<file path="config.mk">
export PLATFORM = sky130hd
export DESIGN_NAME = qlearn_episode_ctrl_flat
export DESIGN_NICKNAME = d
export VERILOG_FILES = /design/src/rtl/qlearn_episode_ctrl_if.sv /design/src/rtl/qlearn_episode_ctrl.sv /design/src/flat_wrapper.sv
export SDC_FILE = /design/constraint.sdc
export NUM_CORES = 1
export LEC_CHECK = 0
export ABC_AREA = 0
export CAP_MARGIN = 30
export CORE_ASPECT_RATIO = 1.4
export CORE_MARGIN = 5
export CORE_UTILIZATION = 50
export DETAILED_ROUTE_END_ITERATION = 7
export PLACE_DENSITY = 0.86
export SYNTH_ARGS = -nofsm -noshare
export SYNTH_HDL_FRONTEND = slang
export SYNTH_SLANG_ARGS = --single-unit
</file>
<file path="constraint.sdc">
create_clock -name clk -period 3.1 [get_ports clk]
set_input_delay 0.62 -clock clk [delete_from_list [all_inputs] [get_ports clk]]
set_output_delay 0.62 -clock clk [all_outputs]
set_load 0.005 [all_outputs]
</file>
<file path="src/rtl/qlearn_episode_ctrl_if.sv">
// qlearn_episode_ctrl_if: (state, action) issue channel and next-state return channel
// Ports: sa_valid/sa_ready handshake carrying sa_state, sa_action, sa_explore;
//        ns_valid/ns_state next-state result from the pipeline.
interface qlearn_episode_ctrl_if #(
  parameter int STATE_WIDTH = 6,
  parameter int ACTION_WIDTH = 2
);
  logic sa_valid;
  logic sa_ready;
  logic [STATE_WIDTH-1:0] sa_state;
  logic [ACTION_WIDTH-1:0] sa_action;
  logic sa_explore;
  logic ns_valid;
  logic [STATE_WIDTH-1:0] ns_state;
  modport master (output sa_valid, sa_state, sa_action, sa_explore, input sa_ready, ns_valid, ns_state);
  modport slave (input sa_valid, sa_state, sa_action, sa_explore, output sa_ready, ns_valid, ns_state);
endinterface

</file>
<file path="src/rtl/qlearn_episode_ctrl.sv">
// qlearn_episode_ctrl: walks one Q-learning episode, choosing epsilon-greedy actions per step
// Ports: clk, rst_n (async active-low); start/start_state/end_state/epsilon episode setup;
//        greedy_addr/greedy_action greedy table (1-cycle read); pipe issue/return channel;
//        busy, done, done_timeout, step_count, episode_count status.
module qlearn_episode_ctrl #(
  parameter int STATE_WIDTH = 6,
  parameter int ACTION_WIDTH = 2,
  parameter logic [15:0] LFSR_SEED = 16'hACE1,
  parameter int MAX_STEPS = 255
) (
  input  logic clk,
  input  logic rst_n,
  input  logic start,
  input  logic [STATE_WIDTH-1:0] start_state,
  input  logic [STATE_WIDTH-1:0] end_state,
  input  logic [7:0] epsilon,
  output logic [STATE_WIDTH-1:0] greedy_addr,
  input  logic [ACTION_WIDTH-1:0] greedy_action,
  qlearn_episode_ctrl_if.master pipe,
  output logic busy,
  output logic done,
  output logic done_timeout,
  output logic [7:0] step_count,
  output logic [15:0] episode_count
);
  typedef enum logic [2:0] {IDLE, FETCH, SELECT, ISSUE, WAIT_NS, DONE} state_t;
  localparam logic [15:0] SEED = (LFSR_SEED == 16'h0) ? 16'h0001 : LFSR_SEED;
  state_t state, next;
  logic [STATE_WIDTH-1:0] cur_state, end_q;
  logic [15:0] lfsr;
  logic tmo, explore;
  assign explore = lfsr[7:0] < epsilon;
  assign busy = state != IDLE;
  assign done = state == DONE;
  assign greedy_addr = cur_state;
  assign pipe.sa_valid = state == ISSUE;
  always_comb begin
    next = state;
    tmo = 1'b0;
    case (state)
      IDLE: next = start ? ((start_state == end_state) ? DONE : FETCH) : IDLE;
      FETCH: next = SELECT;
      SELECT: next = ISSUE;
      ISSUE: next = pipe.sa_ready ? WAIT_NS : ISSUE;
      WAIT_NS: begin
        // reaching the end state takes priority over the step limit
        next = !pipe.ns_valid ? WAIT_NS :
               (pipe.ns_state == end_q || step_count == 8'(MAX_STEPS)) ? DONE : FETCH;
        tmo = pipe.ns_state != end_q;
      end
      DONE: next = IDLE;
      default: next = IDLE;
    endcase
  end
  always_ff @(posedge clk or negedge rst_n)
    if (!rst_n) state <= IDLE;
    else state <= next;
  always_ff @(posedge clk or negedge rst_n) begin
    if (!rst_n) begin
      cur_state <= '0;
      end_q <= '0;
      lfsr <= SEED;
      pipe.sa_state <= '0;
      pipe.sa_action <= '0;
      pipe.sa_explore <= 1'b0;
      step_count <= '0;
      episode_count <= '0;
      done_timeout <= 1'b0;
    end else begin
      if (state == IDLE && start) begin
        cur_state <= start_state;
        end_q <= end_state;
        step_count <= '0;
      end
      // one Galois step per episode step, so stalls never disturb the sequence
      if (state == FETCH) lfsr <= (lfsr >> 1) ^ (lfsr[0] ? 16'hB400 : 16'h0000);
      if (state == SELECT) begin
        pipe.sa_state <= cur_state;
        pipe.sa_action <= explore ? ACTION_WIDTH'(lfsr[9:8]) : greedy_action;
        pipe.sa_explore <= explore;
      end
      if (state == ISSUE && pipe.sa_ready) step_count <= step_count + 8'd1;
      if (state == WAIT_NS && next == FETCH) cur_state <= pipe.ns_state;
      if (next == DONE) done_timeout <= tmo;
      if (state == DONE) episode_count <= episode_count + 16'd1;
    end
  end
endmodule

</file>
<file path="src/flat_wrapper.sv">
// flat-port wrapper written by rule: the top's interface ports become plain ports
module qlearn_episode_ctrl_flat 
#(
  parameter int STATE_WIDTH = 6,
  parameter int ACTION_WIDTH = 2,
  parameter logic [15:0] LFSR_SEED = 16'hACE1,
  parameter int MAX_STEPS = 255
)
  (clk, rst_n, start, start_state, end_state, epsilon, greedy_addr, greedy_action, busy, done, done_timeout, step_count, episode_count, pipe_sa_valid, pipe_sa_state, pipe_sa_action, pipe_sa_explore, pipe_sa_ready, pipe_ns_valid, pipe_ns_state);
  qlearn_episode_ctrl_if #(.STATE_WIDTH(STATE_WIDTH), .ACTION_WIDTH(ACTION_WIDTH)) pipe_i ();
  input  logic clk;
  input  logic rst_n;
  input  logic start;
  input  logic [STATE_WIDTH-1:0] start_state;
  input  logic [STATE_WIDTH-1:0] end_state;
  input  logic [7:0] epsilon;
  output logic [STATE_WIDTH-1:0] greedy_addr;
  input  logic [ACTION_WIDTH-1:0] greedy_action;
  output logic busy;
  output logic done;
  output logic done_timeout;
  output logic [7:0] step_count;
  output logic [15:0] episode_count;
  output wire logic [$bits(pipe_i.sa_valid)-1:0] pipe_sa_valid;
  output wire logic [$bits(pipe_i.sa_state)-1:0] pipe_sa_state;
  output wire logic [$bits(pipe_i.sa_action)-1:0] pipe_sa_action;
  output wire logic [$bits(pipe_i.sa_explore)-1:0] pipe_sa_explore;
  input wire logic [$bits(pipe_i.sa_ready)-1:0] pipe_sa_ready;
  input wire logic [$bits(pipe_i.ns_valid)-1:0] pipe_ns_valid;
  input wire logic [$bits(pipe_i.ns_state)-1:0] pipe_ns_state;
  assign pipe_sa_valid = pipe_i.sa_valid;
  assign pipe_sa_state = pipe_i.sa_state;
  assign pipe_sa_action = pipe_i.sa_action;
  assign pipe_sa_explore = pipe_i.sa_explore;
  assign pipe_i.sa_ready = pipe_sa_ready;
  assign pipe_i.ns_valid = pipe_ns_valid;
  assign pipe_i.ns_state = pipe_ns_state;
  qlearn_episode_ctrl #(.STATE_WIDTH(STATE_WIDTH), .ACTION_WIDTH(ACTION_WIDTH), .LFSR_SEED(LFSR_SEED), .MAX_STEPS(MAX_STEPS)) u_core (.clk(clk), .rst_n(rst_n), .start(start), .start_state(start_state), .end_state(end_state), .epsilon(epsilon), .greedy_addr(greedy_addr), .greedy_action(greedy_action), .pipe(pipe_i), .busy(busy), .done(done), .done_timeout(done_timeout), .step_count(step_count), .episode_count(episode_count));
endmodule
</file>
==> impl_metrics.yaml <==
status:
  status: "completed"
sta:
  worst_slack_ns: 0.723
  rsz0062_at_grt: "no"
  slew_violations: 0
  worst_pin_slew_ns: 0.810
  setup_violations: 0
  timing.final.crit_share_pct: 76.7
  fin_tns_setup_ns: 0
  finClkSkew_ns: 0.0121
  fin_crit_ns: 2.38
  max_slew_margin_pct: 45.8
  hold_viol: 0
  fmax_mhz: 421
routing:
  dr.pass1.iters: 5
  routed-via-count: 2399
  via_per_inst: 5.31
  wl_met2_mm: 3.53
  drt_iter0_drc: 119
  top_layer: "met4"
  wl_mm: 6.47
  route.antenna.remaining_nets: 0
  drt-wirelength-per-cell_um: 14.3
  drc: 0
  wl_met1_mm: 2.61
  wl_met3_um: 295
worst_setup_path:
  crit_fanout: 10
  cp_data_required_time_ns: 2.48
  cp_slowest_cell: "clkdlybuf4s50_1"
  path_cells: "and3b_1 -> clkdlybuf4s50_1"
  path_delay_family: "buffers and inverters"
  crit_path_end_kind: "output port"
  worstSetupStartpointType: "register"
  slowest_delay_ns: 0.57
  worst-path-buf-inv: 1
  setup.worst_path.class: "reg -> out"
  cp.arrival_ns: 1.76
synth:
  synthCells: 298
  synth_area_um2: 3200
  syn-num-nets: 340
  async_reset_ff_share_pct: 100
  synth_edf_count: 0
  ys_top_cells_by_area: "dfrtp_1 45%, mux2_2 6.7%, dfstp_2 6.6%, nand2_1 6.1%, xnor2_1 4.9%"
  synth_area_leader_cell: "dfrtp_1"
  synth.most_common_cell: "dfrtp_1"
  netlist.area_leader.share_pct: 44.5
  synthTopCellsByCount: "57 x dfrtp_1, 52 x nand2_1, 19 x mux2_2, 18 x xnor2_1"
  ys_types: 41
  yosysWarningCount: 0
  avgSynthCellArea_um2: 10.7
  synth_seq_cells: 65
  yosysSeqAreaShare_pct: 51.1
  synth_ff_type: "dfrtp_1"
global_route:
  grt_pass1_vias: 2503
  grt_max_degree: 66
  grt_use_total_pct: 16.8
  grt_pass1_wl_mm: 11.2
  antenna_found_initial: 0
  grt.overflow.total: 0
cts:
  post_cts_resized: 0
  cts_buffers: 9
  post_cts_buffers: 0
  cts_sinks: 65
  cts.clk_slew.worst_paths_ns: 0.07
  htreeDepth: 3
  cts_root_buf: "clkbuf_8"
  cts_tree: "yes"
  ctsHoldBuffers: 0
  clock_path_buffers: 2
  worstSkewPairLatency_ns: 0.33
placement:
  placed_cells: 436
  portBuffers: 75
  dp_slack_ns: 0.416
  hpwl_mm: 4.89
  gp_congestion: 0.816
pwr:
  irDropWorstVdd_mv: 0.455
  power_density_nw_per_um2: 793
  power_uw: 3330
  leakage_uw: 0.00190
die:
  core_area_um2: 6210
  die_area_um2: 8130
  rows: 34
  die_w_um: 77.6
  start_util_pct: 51.6
  die_h_um: 105
  io_pins: 76
run:
  maxCapViolations: 0
final_layout:
  fillerInstances: 481
  drive_above_1_share_pct: 15.3
  fin_nets: 417
  antenna_cells: 0
  post-route-util_pct: 67.7
  area_delta_synth_final_pct: 31.3
  multi_input_area_um2: 1460
  regArea_um2: 1640
  final_cells: 452
min_path:
  worst_hold_path_type: "in -> async"
flip-flops by register name (all words and copies together) (netlist names):
| register | flops |
|---|---|
| u_core.step_count | 8 |
| u_core.state | 3 |
| u_core.lfsr | 16 |
| u_core.pipe.sa_action | 2 |
| u_core.pipe.sa_explore | 1 |
| u_core.done_timeout | 1 |
| u_core.greedy_addr | 6 |
| u_core.end_q | 6 |
| u_core.pipe.sa_state | 6 |
| u_core.episode_count | 16 |
worst paths after layout:
path,cells after the start,slack (ns),startpoint,to
max in group asynchronous,2,2.11,rst_n,u_core.step_count[7]$_DFFE_PN0P_
min,2,0.47,rst_n,u_core.pipe.sa_action[0]$_DFFE_PN0P_
min reg2reg,1,0.47,u_core.episode_count[15]$_DFFE_PN0P_,u_core.episode_count[15]$_DFFE_PN0P_
max reg2reg,5,1.14,u_core.end_q[5]$_DFFE_PN0P_,u_core.greedy_addr[3]$_DFFE_PN0P_
max,2,0.72,u_core.state[2]$_DFF_PN0_,done
min in group clk,1,0.47,u_core.episode_count[15]$_DFFE_PN0P_,u_core.episode_count[15]$_DFFE_PN0P_
kinds of logic (layout without fill, tap and decap cells):
group | Yosys count | count (layout) | share of synthesized area (%)
flops | 65 | 65 | 51.1
mux | 27 | 27 | 10.1
buf+inv | 26 | 108 | 3.40
fa+ha+maj | 9 | 9 | 3.52
xor+xnor | 31 | 31 | 8.48
simple gates | 108 | 108 | 16.4
compound gates | 32 | 32 | 7.00
final cells by class:
cell class / count / share of cell area, %
clock buffers: 13 / 3.78
clock inverters: 3 / 0.952
inverters: 15 / 1.34
multi-input cells: 207 / 34.8
flip-flops and latches: 65 / 38.9
well taps: 72 / 2.14
repair buffers: 77 / 18.1
per-stage QoR:
step | hold WS, ns | instance area [um2]
floorplan | 0.324 | 3200
global placement | 0.460 | 4010
detailed placement | 0.462 | 4010
CTS | 0.475 | 4200
global route | 0.501 | 4200
finish | 0.467 | 4200
layer usage:
metal  vias to the layer above  global-route usage, %
li1                       1172                      -
met1                      1166                   19.3
met2                        59                   29.7
met3                         2                   5.42
met4                         0                   4.42
met5                         -                      0
worst reg2reg max path, stage by stage (launching register included):
cell      delay (ns)
dfrtp_1         0.39
xor2_1          0.17
nor4_1          0.46
a22oi_2         0.13
nand2b_1        0.36
mux2_4          0.34
cells in the final DEF (no fill, tap or decap), types with 10 or more instances in the layout:
master           count
o21ai_0             11
xnor2_1             18
inv_1               15
xor2_1              13
nand4_1             10
mux2_2              19
nor2_1              15
nand3_1             10
clkdlybuf4s50_1     74
nand2_1             52
clkbuf_8            11
dfrtp_1             57
report_power, final:
group	total, uW	leakage [uW]	internal, uW	switching, uW
combinational	1240	0.000974	720	524
clock	706	0.000103	413	293
sequential	1380	0.000818	1150	230
total	3330	0.00190	2290	1050
No activity file was read; power rests on OpenSTA's default activity.
